File: config.mk
export PLATFORM = sky130hd
export DESIGN_NAME = dma_tcdm_req_cut
export DESIGN_NICKNAME = d
export VERILOG_FILES = /design/src/rtl/dma_tcdm_pkg.sv /design/src/rtl/dma_tcdm_req_cut_fifo.sv /design/src/rtl/dma_tcdm_req_cut.sv
export SDC_FILE = /design/constraint.sdc
export NUM_CORES = 1
export LEC_CHECK = 0
export ABC_CLOCK_PERIOD_IN_PS = 4700
export CAP_MARGIN = 30
export CORE_MARGIN = 2
export CORE_UTILIZATION = 48
export DETAILED_ROUTE_END_ITERATION = 12
export PLACE_DENSITY = 0.85
export SLEW_MARGIN = 15
export SYNTH_ARGS = -nofsm -noshare
export SYNTH_HDL_FRONTEND = slang
export SYNTH_SLANG_ARGS = --single-unit
export TNS_END_PERCENT = 100
File: constraint.sdc
create_clock -name clk_i -period 4.7 [get_ports clk_i]
set_input_delay 0.705 -clock clk_i [delete_from_list [all_inputs] [get_ports clk_i]]
set_output_delay 0.705 -clock clk_i [all_outputs]
set_load 0.01 [all_outputs]
File: src/rtl/dma_tcdm_pkg.sv
// Shared defaults and helpers for the DMA-to-TCDM request cut.
package dma_tcdm_pkg;

   localparam int unsigned DefAddrWidth = 32;
   localparam int unsigned DefDataWidth = 32;

   // Counter width able to hold 0..max_out inclusive.
   function automatic int unsigned cnt_width(input int unsigned max_out);
      return $clog2(max_out + 1);
   endfunction

endpackage

File: src/rtl/dma_tcdm_req_cut_fifo.sv
// Response FIFO for the TCDM request cut; registered output, no fall-through.
module dma_tcdm_req_cut_fifo #(
   parameter int unsigned DataWidth = 32,
   parameter int unsigned Depth     = 2
) (
   input  logic                 clk_i,
   input  logic                 rst_ni,
   input  logic                 push_i,
   input  logic [DataWidth-1:0] data_i,
   input  logic                 pop_i,
   output logic [DataWidth-1:0] data_o,
   output logic                 empty_o,
   output logic                 full_o
);

   localparam int unsigned PtrWidth = (Depth > 1) ? $clog2(Depth) : 1;
   localparam int unsigned CntW     = $clog2(Depth + 1);

   logic [DataWidth-1:0] mem_q [Depth];
   logic [PtrWidth-1:0]  wr_q, wr_d, rd_q, rd_d;
   logic [CntW-1:0]      cnt_q, cnt_d;
   logic                 do_push, do_pop;

   function automatic logic [PtrWidth-1:0] ptr_inc(input logic [PtrWidth-1:0] p);
      return (p == PtrWidth'(Depth - 1)) ? '0 : p + PtrWidth'(1);
   endfunction

   assign empty_o = (cnt_q == '0);
   assign full_o  = (cnt_q == CntW'(Depth));
   assign do_push = push_i && !full_o;
   assign do_pop  = pop_i && !empty_o;
   assign data_o  = mem_q[rd_q];

   always_comb begin
      wr_d  = wr_q;
      rd_d  = rd_q;
      cnt_d = cnt_q;
      if (do_push) wr_d = ptr_inc(wr_q);
      if (do_pop)  rd_d = ptr_inc(rd_q);
      if (do_push && !do_pop)      cnt_d = cnt_q + CntW'(1);
      else if (!do_push && do_pop) cnt_d = cnt_q - CntW'(1);
   end

   always_ff @(posedge clk_i or negedge rst_ni) begin
      if (!rst_ni) begin
         wr_q  <= '0;
         rd_q  <= '0;
         cnt_q <= '0;
      end else begin
         wr_q  <= wr_d;
         rd_q  <= rd_d;
         cnt_q <= cnt_d;
      end
   end

   always_ff @(posedge clk_i) begin
      if (do_push) mem_q[wr_q] <= data_i;
   end

endmodule

File: src/rtl/dma_tcdm_req_cut.sv
// Request cut + credit-limited response buffer between a DMA bank port and a TCDM master.
// Optional DMA_TCDM_CUT_PERF_EN adds grant and stall counters.
module dma_tcdm_req_cut
   import dma_tcdm_pkg::*;
#(
   parameter int unsigned AddrWidth      = DefAddrWidth,
   parameter int unsigned DataWidth      = DefDataWidth,
   parameter int unsigned MaxOutstanding = 2,
   parameter int unsigned RspFifoDepth   = MaxOutstanding
) (
   input  logic                   clk_i,
   input  logic                   rst_ni,
   input  logic                   mem_req_i,
   output logic                   mem_gnt_o,
   input  logic [AddrWidth-1:0]   mem_addr_i,
   input  logic                   mem_we_i,
   input  logic [DataWidth-1:0]   mem_wdata_i,
   input  logic [DataWidth/8-1:0] mem_strb_i,
   output logic                   mem_rvalid_o,
   input  logic                   mem_rready_i,
   output logic [DataWidth-1:0]   mem_rdata_o,
   output logic                   tcdm_req_o,
   input  logic                   tcdm_gnt_i,
   output logic [AddrWidth-1:0]   tcdm_add_o,
   output logic                   tcdm_wen_o,
   output logic [DataWidth-1:0]   tcdm_wdata_o,
   output logic [DataWidth/8-1:0] tcdm_be_o,
   input  logic                   tcdm_r_valid_i,
   input  logic [DataWidth-1:0]   tcdm_r_rdata_i,
   output logic                   busy_o,
   output logic                   err_o
`ifdef DMA_TCDM_CUT_PERF_EN
   ,
   output logic [31:0]            perf_gnt_o,
   output logic [31:0]            perf_stall_o
`endif
);

   localparam int unsigned StrbWidth = DataWidth / 8;
   localparam int unsigned CntWidth  = cnt_width(MaxOutstanding);

   typedef struct packed {
      logic [AddrWidth-1:0] addr;
      logic                 we;
      logic [DataWidth-1:0] wdata;
      logic [StrbWidth-1:0] strb;
   } tcdm_req_t;

   if (MaxOutstanding < 1) begin : g_max_out_chk
      $error("dma_tcdm_req_cut: MaxOutstanding must be at least 1");
   end
   if (RspFifoDepth < MaxOutstanding) begin : g_depth_chk
      $error("dma_tcdm_req_cut: RspFifoDepth must be >= MaxOutstanding");
   end

   tcdm_req_t           req_q, req_d;
   logic                full_q, full_d;
   logic [CntWidth-1:0] out_q, out_d;
   logic                rdy_q, gnt_d_q, err_q;
   logic                accept, issue, pop, pop_cnt;
   logic                fifo_push, fifo_empty, fifo_full;

   assign tcdm_req_o   = full_q && (out_q < CntWidth'(MaxOutstanding));
   assign issue        = tcdm_req_o && tcdm_gnt_i;
   // rdy_q keeps the upstream grant low while in reset and for the first cycle after.
   assign mem_gnt_o    = rdy_q && (!full_q || issue);
   assign accept       = mem_req_i && mem_gnt_o;
   assign mem_rvalid_o = !fifo_empty;
   assign pop          = mem_rvalid_o && mem_rready_i;
   // A popped spurious response must not underflow the credit counter.
   assign pop_cnt      = pop && (out_q != '0);
   assign fifo_push    = tcdm_r_valid_i && !fifo_full;

   assign tcdm_add_o   = req_q.addr;
   assign tcdm_wen_o   = !req_q.we;
   assign tcdm_wdata_o = req_q.wdata;
   assign tcdm_be_o    = req_q.strb;
   assign busy_o       = full_q || (out_q != '0);
   assign err_o        = err_q;

   always_comb begin
      req_d  = req_q;
      full_d = full_q;
      out_d  = out_q;
      if (accept) begin
         req_d  = '{addr: mem_addr_i, we: mem_we_i, wdata: mem_wdata_i, strb: mem_strb_i};
         full_d = 1'b1;
      end else if (issue) begin
         full_d = 1'b0;
      end
      if (issue && !pop_cnt)      out_d = out_q + CntWidth'(1);
      else if (!issue && pop_cnt) out_d = out_q - CntWidth'(1);
   end

   always_ff @(posedge clk_i or negedge rst_ni) begin
      if (!rst_ni) begin
         req_q   <= '0;
         full_q  <= 1'b0;
         out_q   <= '0;
         rdy_q   <= 1'b0;
         gnt_d_q <= 1'b0;
         err_q   <= 1'b0;
      end else begin
         req_q   <= req_d;
         full_q  <= full_d;
         out_q   <= out_d;
         rdy_q   <= 1'b1;
         gnt_d_q <= issue;
         err_q   <= err_q || (tcdm_r_valid_i && !gnt_d_q);
      end
   end

   dma_tcdm_req_cut_fifo #(
      .DataWidth(DataWidth),
      .Depth    (RspFifoDepth)
   ) i_rsp_fifo (
      .clk_i  (clk_i),
      .rst_ni (rst_ni),
      .push_i (fifo_push),
      .data_i (tcdm_r_rdata_i),
      .pop_i  (pop),
      .data_o (mem_rdata_o),
      .empty_o(fifo_empty),
      .full_o (fifo_full)
   );

`ifdef DMA_TCDM_CUT_PERF_EN
   logic [31:0] perf_gnt_q, perf_stall_q;

   always_ff @(posedge clk_i or negedge rst_ni) begin
      if (!rst_ni) begin
         perf_gnt_q   <= '0;
         perf_stall_q <= '0;
      end else begin
         if (issue)                      perf_gnt_q   <= perf_gnt_q + 32'd1;
         if (tcdm_req_o && !tcdm_gnt_i) perf_stall_q <= perf_stall_q + 32'd1;
      end
   end

   assign perf_gnt_o   = perf_gnt_q;
   assign perf_stall_o = perf_stall_q;
`endif

endmodule

==> impl_metrics.env <==
export IMPL_crit_path_start_kind="input port"
export IMPL_setup_tns_ns=0
export IMPL_drc=0
export IMPL_cp_required_ns=3.99
export IMPL_seq_power_share_pct=36.9
export IMPL_finalNetCount=624
export IMPL_worstSetupStartpoint="tcdm_gnt_i"
export IMPL_rsz0062_at_grt="no"
export IMPL_hp_class="in -> async"
export IMPL_hold_viol=0
export IMPL_n_antenna_cell=0
export IMPL_ys_ff_latch=143
export IMPL_multi_input_area_um2=1390
export IMPL_slew_violations=0
export IMPL_ff_latch_area_um2=3900
export IMPL_grt_max_degree=80
export IMPL_ff2ff_setup_slack_ns=2.97
export IMPL_period_share_pct=58.8
export IMPL_p_sw_share_pct=27.9
export IMPL_power_leakage_nw=3.22
export IMPL_grt_usage_pct=19.1
export IMPL_cts_hold_buffers=0
export IMPL_critPathCaptureType="output port"
export IMPL_syn_to_final_growth_pct=41.0
export IMPL_clk_pin_slew_ns=0.06
export IMPL_clock_sinks=143
export IMPL_cts_resized_gates=0
export IMPL_max_freq_mhz=362
export IMPL_ant_nets=0
export IMPL_reg2regPathDepth=4
export IMPL_async_flop_share_pct=55.2
export IMPL_rows=40
export IMPL_wire_per_inst_um=18.1
export IMPL_seq_area_frac_synth_pct=66.1
export IMPL_port_buffers=212
export IMPL_gp_congestion=0.715
export IMPL_drt_wl_total_um=12200
export IMPL_htreeDepth=4
export IMPL_grt_pass1_wl_um=18800
export IMPL_syn_nets=466
export IMPL_die_h_um=115
export IMPL_p_per_area_nw_per_um2=641
export IMPL_cts_tree="built"
export IMPL_antenna_found_initial=0
export IMPL_synth_top_cells_by_area="dfrtp_1 (34%), edfxtp_1 (33%), mux2_2 (17%), buf_4 (9.3%), mux2_4 (2.5%)"
export IMPL_yosysWarnings=0
export IMPL_finalSetupViolations=0
export IMPL_clk_latency_ns=0.42
export IMPL_power_switching_mw=1.48
export IMPL_drt_iter0_markers=177
export IMPL_p_clk_share_pct=26.6
export IMPL_synth_edf_count=64
export IMPL_via_count=3289
export IMPL_die_w_um=115
export IMPL_syn_avg_cell_area_um2=16.5
export IMPL_peakVddDrop_uv=383
export IMPL_rr_endpoint="tcdm_wdata_o[12]$_DFFE_PN0P_"
export IMPL_root_buffer="clkbuf_16"
export IMPL_r2r_start="out_q[1]$_DFFE_PN0P_"
export IMPL_netlist_instances=357
export IMPL_start_util_pct=49.1
export IMPL_grt_pass1_vias=3607
export IMPL_skew_ns=0.00843
export IMPL_drv_cap=0
export IMPL_synth_top_area_share_pct=33.5
export IMPL_slew_headroom_pct=61.8
export IMPL_die_area_um2=13200
export IMPL_yosys_cell_types_count=25
export IMPL_p_int_mw=3.85
export IMPL_comb_power_share_pct=36.5
export IMPL_crit_type="in -> out"
export IMPL_dp_cells=642
export IMPL_grt_overflow_total=0
export IMPL_arrival_ns=2.06
export IMPL_stdcell_count=675
export IMPL_worst_pin_slew_ns=0.567
export IMPL_post_cts_buffers=0
export IMPL_period_minus_slack_ns=2.76
export IMPL_cp_max_fo=2
export IMPL_clk_path_buf_depth=2
export IMPL_final_layout_size_suffix_gt1_share_pct=27.5
export IMPL_nFillCells=789
export IMPL_syn_cell_area_um2=5900
export IMPL_synth_top_cell_by_area="dfrtp_1"
export IMPL_dr_pass1_iters=4
export IMPL_setup_worst_path_end="mem_gnt_o"
export IMPL_cts_buffers=17
export IMPL_dp_hpwl_um=8390
export IMPL_ys_flop_type="dfrtp_1"
export IMPL_outcome="complete, no violations"
export IMPL_viasPerCell=4.87
export IMPL_ios=213
export IMPL_coreArea_um2=12000
==> stage by stage <==
step	cell area (um2)	setup WS [ns]	hold slack [ns]	utilization, %	power [mW]
final	8310	1.94	0.153	69.2	5.33
after global routing	8310	1.87	0.146	69.2	5.59
after CTS	8280	1.93	0.470	69.0	5.39
after detailed placement	7650	1.95	0.457	63.7	3.93
after global placement	7650	1.97	0.444	63.7	3.87
after floorplan	5900	2.02	0.409	-	3.20
==> synth_stat cells, types with 2 or more instances <==
cell type and count:
edfxtp_1 64, and2_1 2, mux2_4 10, nand2_1 4
inv_1 5, dfrtp_1 79, buf_2 3, ha_1 2
buf_4 73, mux2_2 91, xor2_1 3, xnor2_1 5
nor2_1 4
==> final cells by class <==
class	count	area share (%)
sequential	143	46.9
timing repair buffer	218	26.3
multi-input combinational	130	16.7
clock buffer	17	5.12
clock inverter	15	2.53
tap	147	2.21
inverter	5	0.226
==> layout by cell type (no fill, tap or decap), drive strengths merged <==
cell type,n
xnor2,5
nor2b,1
o211ai,1
dfrtp,79
clkbuf,17
or2,1
or3,1
clkinv,5
ha,2
nand2b,1
inv,9
nor2,4
conb,1
clkdlybuf4s50,211
xor2,3
o21ai,1
a21o,1
clkinvlp,2
and2,2
a21oi,1
mux2,101
nand2,4
buf,7
bufinv,4
edfxtp,64
==> power groups by stage <==
stage | sequential [mW] | clock [mW] | combinational (mW)
final | 1.97 | 1.42 | 1.94
after global routing | 2.02 | 1.50 | 2.07
after CTS | 1.97 | 1.45 | 1.97
after detailed placement | 1.99 | 0 | 1.95
after global placement | 1.96 | 0 | 1.91
after floorplan | 1.92 | 0 | 1.28
==> metal layers <==
metal  up-vias  global-route usage, %  part of all wire [%]
met1      1595                   22.1                    39
met3        26                   9.49                    12
li1       1506                      -                     -
met5         -                      0                     0
met4         0                   8.51                   2.2
met2       162                   30.2                    47
==> cells by family (layout without fill, tap and decap cells) <==
family	Yosys count	after routing	share of synthesized area, %
AO/OA/AOI/OAI	4	4	0.616
other	1	1	0.0636
multiplexers	101	101	19.9
XOR/XNOR	8	8	1.19
buffers and inverters	84	255	10.4
adder cells (fa/ha/maj)	2	2	0.424
flip-flops	143	143	66.1
AND/OR/NAND/NOR	14	14	1.27
==> worst min path at each step <==
stage                              endpoint  slack, ns            start
2_1_floorplan               err_o$_DFF_PN0_       0.41           rst_ni
6_report       tcdm_wdata_o[26]$_DFFE_PN0P_       0.15           rst_ni
3_5_place_dp                err_o$_DFF_PN0_       0.46  err_o$_DFF_PN0_
5_1_grt        tcdm_wdata_o[27]$_DFFE_PN0P_       0.15           rst_ni
4_1_cts                     err_o$_DFF_PN0_       0.47  err_o$_DFF_PN0_
3_3_place_gp                err_o$_DFF_PN0_       0.44  err_o$_DFF_PN0_
==> registers in the layout, indices dropped and copies added (netlist names) <==
signal / flops
i_rsp_fifo.wr_q: 1
i_rsp_fifo.cnt_q: 2
i_rsp_fifo.mem_q: 64
err_o: 1
out_q: 2
rdy_q: 1
tcdm_wdata_o: 32
full_q: 1
gnt_d_q: 1
tcdm_be_o: 4
req_q: 1
tcdm_add_o: 32
i_rsp_fifo.rd_q: 1
==> worst max-delay path, stage by stage <==
cell             delay (ns)
clkdlybuf4s50_1        0.54
nand2b_4               0.08
nand2_1                0.08
and2_1                 0.12
clkdlybuf4s50_1        0.53
No activity file was read; power rests on OpenSTA's default activity.
